File: src/rtl/instr_mem_pkg.sv
// Shared constants and loader state encoding for the programmable instruction memory.
package instr_mem_pkg;

    localparam int unsigned InstrW = 19;
    localparam int unsigned AddrW  = 5;
    localparam int unsigned LoadW  = 8;

    // Opcode field position inside an instruction word
    localparam int unsigned OpcodeMsb = 18;
    localparam int unsigned OpcodeLsb = 15;

    typedef enum logic [1:0] {
        StIdle     = 2'd0,
        StAssemble = 2'd1,
        StWrite    = 2'd2,
        StDone     = 2'd3
    } load_state_e;

endpackage

File: src/rtl/instr_load_fsm.sv
// Program loader: assembles LOAD_W-bit chunks (LSB first) into words and emits array writes.
module instr_load_fsm
    import instr_mem_pkg::*;
#(
    parameter int unsigned INSTR_W = InstrW,
    parameter int unsigned ADDR_W  = AddrW,
    parameter int unsigned LOAD_W  = LoadW
) (
    input  logic               clk_i,
    input  logic               rst_ni,
    input  logic               load_start_i,
    input  logic [ADDR_W-1:0]  load_base_i,
    input  logic [ADDR_W:0]    load_count_i,
    input  logic               load_valid_i,
    input  logic [LOAD_W-1:0]  load_data_i,
    output logic               load_ready_o,
    output logic               load_busy_o,
    output logic               load_done_o,
    output logic               load_err_o,
    output logic               we_o,
    output logic [ADDR_W-1:0]  waddr_o,
    output logic [INSTR_W-1:0] wdata_o
);

    localparam int unsigned NChunk = (INSTR_W + LOAD_W - 1) / LOAD_W;
    localparam int unsigned ShW    = NChunk * LOAD_W;
    localparam int unsigned CIdxW  = (NChunk > 1) ? $clog2(NChunk) : 1;
    localparam logic [CIdxW-1:0] LastIdx  = CIdxW'(NChunk - 1);
    localparam logic [ADDR_W:0]  MaxCount = {1'b1, {ADDR_W{1'b0}}};
    localparam logic [ADDR_W:0]  OneCount = {{ADDR_W{1'b0}}, 1'b1};

    load_state_e       state_q, state_d;
    logic [ADDR_W-1:0] ptr_q, ptr_d;
    logic [ADDR_W:0]   rem_q, rem_d;
    logic [CIdxW-1:0]  idx_q, idx_d;
    logic [ShW-1:0]    shreg_q, shreg_d;
    logic [ShW-1:0]    shift_in;
    logic              err_q, err_d;

    // New chunks enter at the top; after NChunk shifts the first chunk sits at bit 0.
    if (NChunk > 1) begin : g_shift
        assign shift_in = {load_data_i, shreg_q[ShW-1:LOAD_W]};
    end else begin : g_single
        assign shift_in = load_data_i;
    end

    always_ff @(posedge clk_i or negedge rst_ni) begin
        if (!rst_ni) begin
            state_q <= StIdle;
            ptr_q   <= '0;
            rem_q   <= '0;
            idx_q   <= '0;
            shreg_q <= '0;
            err_q   <= 1'b0;
        end else begin
            state_q <= state_d;
            ptr_q   <= ptr_d;
            rem_q   <= rem_d;
            idx_q   <= idx_d;
            shreg_q <= shreg_d;
            err_q   <= err_d;
        end
    end

    always_comb begin
        state_d = state_q;
        ptr_d   = ptr_q;
        rem_d   = rem_q;
        idx_d   = idx_q;
        shreg_d = shreg_q;
        err_d   = 1'b0;
        unique case (state_q)
            StIdle: begin
                if (load_start_i) begin
                    if (load_count_i == '0 || load_count_i > MaxCount) begin
                        err_d = 1'b1;
                    end else begin
                        ptr_d   = load_base_i;
                        rem_d   = load_count_i;
                        idx_d   = '0;
                        state_d = StAssemble;
                    end
                end
            end
            StAssemble: begin
                if (load_valid_i) begin
                    shreg_d = shift_in;
                    idx_d   = idx_q + 1'b1;
                    if (idx_q == LastIdx) begin
                        state_d = StWrite;
                    end
                end
            end
            StWrite: begin
                ptr_d   = ptr_q + 1'b1;
                rem_d   = rem_q - 1'b1;
                idx_d   = '0;
                state_d = (rem_q == OneCount) ? StDone : StAssemble;
            end
            StDone: begin
                state_d = StIdle;
            end
            default: begin
                state_d = StIdle;
            end
        endcase
    end

    assign load_ready_o = (state_q == StAssemble);
    assign load_busy_o  = (state_q != StIdle);
    assign load_done_o  = (state_q == StDone);
    assign load_err_o   = err_q;
    assign we_o         = (state_q == StWrite);
    assign waddr_o      = ptr_q;
    assign wdata_o      = shreg_q[INSTR_W-1:0];

endmodule

File: src/rtl/instr_mem_prog.sv
// Run-time programmable instruction memory with a registered fetch port and chunked loader.
module instr_mem_prog
    import instr_mem_pkg::*;
#(
    parameter int unsigned INSTR_W = InstrW,
    parameter int unsigned ADDR_W  = AddrW,
    parameter int unsigned LOAD_W  = LoadW
) (
    input  logic               clk_i,
    input  logic               rst_ni,
    input  logic               fetch_req_i,
    input  logic [ADDR_W-1:0]  fetch_addr_i,
    output logic               fetch_ready_o,
    output logic               instr_valid_o,
    output logic [INSTR_W-1:0] instruction_o,
    input  logic               load_start_i,
    input  logic [ADDR_W-1:0]  load_base_i,
    input  logic [ADDR_W:0]    load_count_i,
    input  logic               load_valid_i,
    input  logic [LOAD_W-1:0]  load_data_i,
    output logic               load_ready_o,
    output logic               load_busy_o,
    output logic               load_done_o,
    output logic               load_err_o
);

    localparam int unsigned Depth = 2 ** ADDR_W;

    // Array is zeroed at time 0 only; it deliberately has no reset so contents survive rst_ni.
    logic [INSTR_W-1:0] mem_q [Depth] = '{default: '0};

    logic               we;
    logic [ADDR_W-1:0]  waddr;
    logic [INSTR_W-1:0] wdata;
    logic               fetch_accept;
    logic               instr_valid_q;
    logic [INSTR_W-1:0] instruction_q;

    instr_load_fsm #(
        .INSTR_W (INSTR_W),
        .ADDR_W  (ADDR_W),
        .LOAD_W  (LOAD_W)
    ) u_load_fsm (
        .clk_i        (clk_i),
        .rst_ni       (rst_ni),
        .load_start_i (load_start_i),
        .load_base_i  (load_base_i),
        .load_count_i (load_count_i),
        .load_valid_i (load_valid_i),
        .load_data_i  (load_data_i),
        .load_ready_o (load_ready_o),
        .load_busy_o  (load_busy_o),
        .load_done_o  (load_done_o),
        .load_err_o   (load_err_o),
        .we_o         (we),
        .waddr_o      (waddr),
        .wdata_o      (wdata)
    );

    always_ff @(posedge clk_i) begin
        if (we) begin
            mem_q[waddr] <= wdata;
        end
    end

    // Fetch is only open in idle, so reads never collide with loader writes.
    assign fetch_ready_o = !load_busy_o;
    assign fetch_accept  = fetch_req_i && fetch_ready_o;

    always_ff @(posedge clk_i or negedge rst_ni) begin
        if (!rst_ni) begin
            instr_valid_q <= 1'b0;
            instruction_q <= '0;
        end else begin
            instr_valid_q <= fetch_accept;
            if (fetch_accept) begin
                instruction_q <= mem_q[fetch_addr_i];
            end
        end
    end

    assign instr_valid_o = instr_valid_q;
    assign instruction_o = instruction_q;

endmodule

File: config.mk
export PLATFORM = sky130hd
export DESIGN_NAME = instr_mem_prog
export DESIGN_NICKNAME = d
export VERILOG_FILES = /design/src/rtl/instr_mem_pkg.sv /design/src/rtl/instr_load_fsm.sv /design/src/rtl/instr_mem_prog.sv
export SDC_FILE = /design/constraint.sdc
export NUM_CORES = 1
export LEC_CHECK = 0
export CAP_MARGIN = 20
export CORE_ASPECT_RATIO = 1.75
export CORE_MARGIN = 1.5
export CORE_UTILIZATION = 30
export DETAILED_ROUTE_END_ITERATION = 12
export HOLD_SLACK_MARGIN = 0.02
export PLACE_DENSITY_LB_ADDON = 0.2
export SLEW_MARGIN = 20
export SYNTH_ARGS = -nofsm -noshare
export SYNTH_HDL_FRONTEND = slang
export SYNTH_SLANG_ARGS = --single-unit
File: constraint.sdc
create_clock -name clk_i -period 3.3 [get_ports clk_i]
set_input_delay 0.66 -clock clk_i [delete_from_list [all_inputs] [get_ports clk_i]]
set_output_delay 0.66 -clock clk_i [all_outputs]
set_load 0.02 [all_outputs]
Word level (Yosys, flattened, before mapping):

Memories as Yosys holds them, arrays and structs flattened. A register that Yosys moved wholly into a read port is not among the register bits.
Index checks and enable logic that the tools add are counted.
W data, S select, Z words.

* bits in registers: 41
* bits in writable memories: 608
* bits of input ports: 29
* output and inout bits: 25
* word-level logic and storage cells: 55
* memories kept: 1

* add/subtract/negate cells: 3
* order comparisons: 1
* equal/unequal tests: 9
* multiplexer cells: 21
* reductions and logical operators: 13

Memory list
* mem_q: depth 32, bits a word 19, read ports 1, clocked after Yosys merged registers in 1, wr ports 1, line instr_mem_prog.sv:30 `logic [INSTR_W-1:0] mem_q [Depth] = '{default: '0};`

Operators with widths (count)
* $mux W2: 8
* $mux W6: 2
* $pmux W6 S2: 1
* $mux W5: 2
* $pmux W5 S2: 1
* $pmux W2 S4: 1
* $reduce_and A4 Y1: 2
* $eq A2 B2 Y1 const B: 3
* $eq A6 B1 Y1 const B: 1
* $gt A6 B6 Y1 const B: 1
* $logic_not A6 Y1: 1
* $ne A2 B2 Y1 const B: 3
* $pmux W2 S3: 1
* $sub A6 B1 Y6 const B: 1
* $add A5 B1 Y5 const B: 1
* $mux W1: 5
* $reduce_bool A2 Y1: 2
* $reduce_and A3 Y1: 1
* $reduce_bool A3 Y1: 1
* $add A2 B1 Y2 const B: 1
* $eq A2 B1 Y1 const B: 1
* $logic_not A1 Y1: 2
* $logic_not A2 Y1: 1
* $ne A2 B1 Y1 const B: 1
* 3 further kinds: 3

Longest topological paths before layout:

* word-level depth: 5
* mapped depth: 8
* mapped depth without buffers: 5

Cells and area by module:

From an unflattened synthesis, not the netlist that was laid out.

* cells, all modules: 1492
* area total of the unflattened synthesis: 26616.8 sq um

Modules (own cells, without submodules)
* instr_mem_prog: times used 1, cells each 1314, area an instance 24574.8 sq um
* instr_load_fsm: times used 1, cells each 178, area an instance 2042.0 sq um

Worst setup path after synthesis:

Ideal clock, no wire load.

* path kind: register to register
* start: register u_load_fsm.state_q[0]
* end: memory mem_q[28][0] (netlist bit) (enable)
* library setup time: 395 ps
* arrival time: 2018 ps
* slack: 887 ps
* stages on the path, launching flop included: 6
* path buffers: 2
* period minus slack after synthesis: 2413 ps
* cells stage by stage: dfrtp_1 buf_2 nor2b_1 clkbuf_1 nand2_1 nor2_1

* word-level cells in the longest chain between the ends: 3

Ends and longest elaborated chain
* start: declaration: line instr_load_fsm.sv:32 `load_state_e state_q, state_d;`
* start signal: assignment: line instr_load_fsm.sv:49 `state_q <= StIdle;`
* start signal: assignment: line instr_load_fsm.sv:56 `state_q <= state_d;`
* $eq A2 B2 Y1: line instr_load_fsm.sv:113 `assign we_o = (state_q == StWrite);`
* $mux W1: line instr_mem_prog.sv:61 `if (we) begin`
* $mux W1 (not written as such): line instr_mem_prog.sv:62 `mem_q[waddr] <= wdata;`
* end: declaration: line instr_mem_prog.sv:30

Every way passes these cells.

Worst setup path after layout:

* start: register u_load_fsm.state_q[0]
* end: output port fetch_ready_o

* word-level cells in the longest chain between the ends: 2

Ends and longest elaborated chain
* $reduce_bool A2 Y1: line instr_load_fsm.sv:110 `assign load_busy_o = (state_q != StIdle);`
* $logic_not A1 Y1: line instr_mem_prog.sv:67 `assign fetch_ready_o = !load_busy_o;`
* end: declaration: line instr_mem_prog.sv:13 `output logic fetch_ready_o,`

Every way passes these cells.

==> impl_metrics.prom <==
# TYPE chip_impl_metric gauge
chip_impl_info{name="status",value="finished clean"} 1
chip_impl_info{name="netlist.top_cell.by_area",value="sky130_fd_sc_hd__edfxtp_1"} 1
chip_impl_metric{name="synth_compound_gate_area_share",unit="%"} 7.91
chip_impl_metric{name="pwr_density_cell",unit="nW/um^2"} 704
chip_impl_metric{name="synth_simple_gate_area_share",unit="%"} 2.05
chip_impl_metric{name="grt_max_degree",unit=""} 51
chip_impl_metric{name="max-cap-violations",unit=""} 0
chip_impl_metric{name="total_switching_power",unit="uW"} 5970
chip_impl_metric{name="cts_htree_levels",unit=""} 2
chip_impl_metric{name="portBuffers",unit=""} 53
chip_impl_metric{name="worst_pin_slew",unit="ns"} 1.05
chip_impl_metric{name="average_footprint_of_a_synthesized_cell",unit="sq um"} 17.8
chip_impl_metric{name="grt_first_pass_wirelength",unit="um"} 106000
chip_impl_metric{name="fin_cells",unit=""} 2815
chip_impl_metric{name="grt_antenna_before_repair",unit=""} 1
chip_impl_metric{name="wl_per_cell",unit="um"} 26.6
chip_impl_metric{name="seq_power_share",unit="%"} 55.6
chip_impl_metric{name="synth_area",unit="sq um"} 26300
chip_impl_info{name="largest_family_of_logic_cells_by_synthesized_area",value="multiplexers"} 1
chip_impl_info{name="crit_family",value="buffers and inverters"} 1
chip_impl_metric{name="yosys.area_share.xor_xnor",unit="%"} 0
chip_impl_metric{name="comb_power_share",unit="%"} 12.2
chip_impl_metric{name="total_of_flip_flops_plus_latches_after_synthesis",unit=""} 668
chip_impl_metric{name="yosys.area_share.adder",unit="%"} 0.332
chip_impl_metric{name="grt.met3_usage",unit="%"} 1.24
chip_impl_metric{name="drtAntennaViolNets",unit=""} 0
chip_impl_info{name="critical_path.slowest_cell",value="sky130_fd_sc_hd__clkdlybuf4s50_1"} 1
chip_impl_metric{name="design.portCount",unit=""} 54
chip_impl_metric{name="floorplan.core_area",unit="sq um"} 87000
chip_impl_metric{name="hold_viol_final",unit=""} 0
chip_impl_metric{name="worst-path-buf-inv",unit=""} 2
chip_impl_metric{name="synth_seq_area_share",unit="%"} 75.0
chip_impl_metric{name="placementRows",unit=""} 143
chip_impl_metric{name="groute.layer.met2.usage",unit="%"} 32.1
chip_impl_metric{name="finalWeightedCongestion",unit=""} 0.804
chip_impl_metric{name="num_vias",unit=""} 13900
chip_impl_metric{name="setup_tns",unit="ns"} 0
chip_impl_metric{name="final_setup_violation_count",unit=""} 0
chip_impl_metric{name="drt-total-wl",unit="um"} 74800
chip_impl_info{name="most-common-layout-cells",value="sky130_fd_sc_hd__edfxtp_1 (608), sky130_fd_sc_hd__mux2i_1 (305), sky130_fd_sc_hd__buf_4 (86), sky130_fd_sc_hd__a22oi_1 (78), sky130_fd_sc_hd__clkbuf_16 (57)"} 1
chip_impl_metric{name="synth_mux_area_share",unit="%"} 12.6
chip_impl_info{name="grt-busiest-layer",value="met2"} 1
chip_impl_metric{name="switching_share",unit="%"} 27.6
chip_impl_metric{name="synth-edff-count",unit=""} 608
chip_impl_info{name="worstPathCellList",value="buf_4 > nor2_1 > clkdlybuf4s50_1"} 1
chip_impl_metric{name="clock_tree.buffer_depth",unit=""} 3
chip_impl_metric{name="floorplan.die.height",unit="um"} 395
chip_impl_metric{name="dpl.hpwl",unit="um"} 46000
chip_impl_metric{name="area_growth_syn_to_layout",unit="%"} 16.7
chip_impl_metric{name="place.detailed.instances",unit=""} 2710
chip_impl_metric{name="timing.final.crit_period",unit="ns"} 2.97
chip_impl_metric{name="syn_inst",unit=""} 1484
chip_impl_info{name="worstSetupEndpointType",value="primary output"} 1
chip_impl_info{name="startpoint_type",value="register"} 1
chip_impl_metric{name="start_util",unit="%"} 30.3
chip_impl_metric{name="layout_worst_path_cycle_share",unit="%"} 89.9
chip_impl_metric{name="via_count_of_the_first_global_routing_pass",unit=""} 14600
chip_impl_info{name="rsz0062_at_grt",value="no"} 1
chip_impl_info{name="holdCritPathClass",value="primary input to async pin"} 1
chip_impl_metric{name="numClockSinks",unit=""} 668
chip_impl_info{name="cts.root.buffer_cell",value="sky130_fd_sc_hd__clkbuf_16"} 1
chip_impl_metric{name="clock-skew-final",unit="ns"} 0.0303
chip_impl_metric{name="remaining_drc_errors",unit=""} 0
chip_impl_metric{name="cts-buffers-inserted",unit=""} 56
chip_impl_metric{name="hold_buffers",unit=""} 0
chip_impl_metric{name="post-cts-setup-buffers",unit=""} 0
chip_impl_info{name="synth_flop_cell",value="sky130_fd_sc_hd__edfxtp_1"} 1
chip_impl_metric{name="fp.dieW",unit="um"} 227
chip_impl_metric{name="maxSlewViolCount",unit=""} 0
chip_impl_metric{name="num_antenna_cells",unit=""} 0
chip_impl_metric{name="critical-path-max-stage-delay",unit="ns"} 0.69
chip_impl_metric{name="finish.net_count",unit=""} 1644
chip_impl_metric{name="synth.net_count",unit=""} 1520
chip_impl_metric{name="grt_util_all_layers",unit="%"} 16.7
chip_impl_metric{name="cts.repair.resized",unit=""} 0
chip_impl_metric{name="drive_gt1_share",unit="%"} 17.4
chip_impl_metric{name="achievable-frequency",unit="MHz"} 337
chip_impl_metric{name="max_slew_margin",unit="%"} 30.0
chip_impl_metric{name="critical_path_arrival",unit="ns"} 2.31
chip_impl_info{name="timing_worst_setup_path_type",value="register to primary output"} 1
chip_impl_info{name="final_common_cell",value="sky130_fd_sc_hd__edfxtp_1"} 1
chip_impl_metric{name="global_route.overflow_total",unit=""} 0
chip_impl_metric{name="cp_data_required_time",unit="ns"} 2.64
chip_impl_metric{name="clock_power_share",unit="%"} 32.1
chip_impl_metric{name="viasPerCell",unit=""} 4.93
chip_impl_metric{name="yosysWarnings",unit=""} 0
chip_impl_metric{name="critical_path.max_fanout",unit=""} 9
chip_impl_metric{name="clk_transition_reported_paths",unit="ns"} 0.07
chip_impl_metric{name="detailedRoute.firstIterationViolations",unit=""} 1097
chip_impl_metric{name="max-vdd-ir-drop",unit="mV"} 0.708
chip_impl_metric{name="detail_route.first_pass.iterations",unit=""} 5
chip_impl_info{name="ranking_of_synthesized_cells_by_area",value="sky130_fd_sc_hd__edfxtp_1 (69%), sky130_fd_sc_hd__mux2i_1 (12%), sky130_fd_sc_hd__dfrtp_1 (5.7%), sky130_fd_sc_hd__a22oi_1 (2.2%), sky130_fd_sc_hd__a22o_1 (1.3%)"} 1
chip_impl_metric{name="asyncSetResetFlopFracSynth",unit="%"} 8.98
chip_impl_metric{name="worst_skew_pair_latency",unit="ns"} 0.63
chip_impl_metric{name="internal_power_of_the_cells",unit="uW"} 15700
chip_impl_metric{name="synth_top_cell_area_share",unit="%"} 69.3
chip_impl_metric{name="floorplan.die_area",unit="sq um"} 89700
chip_impl_info{name="tritoncts_clock_tree",value="yes"} 1
chip_impl_metric{name="p_leak",unit="uW"} 0.0106
chip_impl_metric{name="netlist-cell-type-count",unit=""} 48
chip_impl_metric{name="grt.met1_usage",unit="%"} 19.4
==> through the flow <==
stage / hold WS, ns / setup WS (ns) / total power (uW) / instance area [sq um] / util [%]
global route: 0.153 / 0.246 / 22400 / 30800 / 35.4
floorplan: 0.364 / 0.887 / 13100 / 26300 / -
global placement: 0.483 / 0.232 / 14800 / 28800 / 33.2
finish: 0.109 / 0.334 / 21600 / 30800 / 35.4
CTS: 0.115 / 0.282 / 21900 / 30700 / 35.4
detailed placement: 0.490 / 0.222 / 14900 / 28900 / 33.2
==> logic make-up after synthesis <==
group | after synthesis
multiplexers | 329
buffers and inverters | 97
AO/OA/AOI/OAI | 267
adder cells (fa/ha/maj) | 7
flip-flops | 668
AND/OR/NAND/NOR | 116
==> cell usage after synthesis (21+ instances only) <==
library cell,number
sky130_fd_sc_hd__a21oi_1,50
sky130_fd_sc_hd__a221oi_1,22
sky130_fd_sc_hd__a22o_1,38
sky130_fd_sc_hd__a22oi_1,78
sky130_fd_sc_hd__buf_4,21
sky130_fd_sc_hd__clkbuf_1,40
sky130_fd_sc_hd__dfrtp_1,60
sky130_fd_sc_hd__edfxtp_1,608
sky130_fd_sc_hd__mux2_2,24
sky130_fd_sc_hd__mux2i_1,305
sky130_fd_sc_hd__nand2_1,37
sky130_fd_sc_hd__nor2_1,43
sky130_fd_sc_hd__o22ai_1,22
==> power groups by stage <==
| stage | Combinational, uW | Clock [uW] | Sequential, uW |
|---|---|---|---|
| finish | 2650 | 6960 | 12000 |
| global route | 2860 | 7370 | 12200 |
| CTS | 2700 | 7120 | 12100 |
| detailed placement | 2690 | 0 | 12200 |
| global placement | 2590 | 0 | 12200 |
| floorplan | 1230 | 0 | 11800 |
==> registers in the layout (all words and copies together), names as in the netlist <==
register and cells:
u_load_fsm.state_q 2, u_load_fsm.rem_q 6, u_load_fsm.shreg_q 24, u_load_fsm.waddr_o 5
u_load_fsm.idx_q 2, instr_valid_o 1, mem_q 608, u_load_fsm.load_err_o 1
instruction_o 19
==> routing by layer <==
| layer | routed length, um | up-vias | part of all wire (%) |
|---|---|---|---|
| met2 | 41500 | 278 | 56 |
| met3 | 1750 | 99 | 2.3 |
| met1 | 29400 | 7291 | 39 |
| li1 | - | 6211 | - |
| met4 | 2070 | 0 | 2.8 |
| met5 | 0 | - | 0 |
==> worst paths after layout <==
| path | from | to | slack (ns) | cells after the start |
|---|---|---|---|---|
| min in group clk_i | u_load_fsm.shreg_q[19] | u_load_fsm.shreg_q[19] | 0.50 | 1 |
| setup reg to reg | u_load_fsm.state_q[1] | mem_q[15][16] | 0.79 | 4 |
| max in group asynchronous | rst_ni | u_load_fsm.shreg_q[0] | 2.42 | 2 |
| setup / recovery | u_load_fsm.state_q[0] | fetch_ready_o | 0.33 | 3 |
| hold / removal | rst_ni | instruction_o[2] | 0.11 | 1 |
| hold reg to reg | u_load_fsm.shreg_q[19] | u_load_fsm.shreg_q[19] | 0.50 | 1 |
==> layout make-up <==
type / instances / area, sq um
clock inverters: 26 / 322
flip-flops and latches: 668 / 19800
multi-input cells: 719 / 6140
clock buffers: 79 / 1570
inverters: 10 / 37.5
fillers: 8314 / 56200
repair buffers: 153 / 1470
well taps: 1160 / 1450
Note: power is estimated with default switching activity, not from simulation.
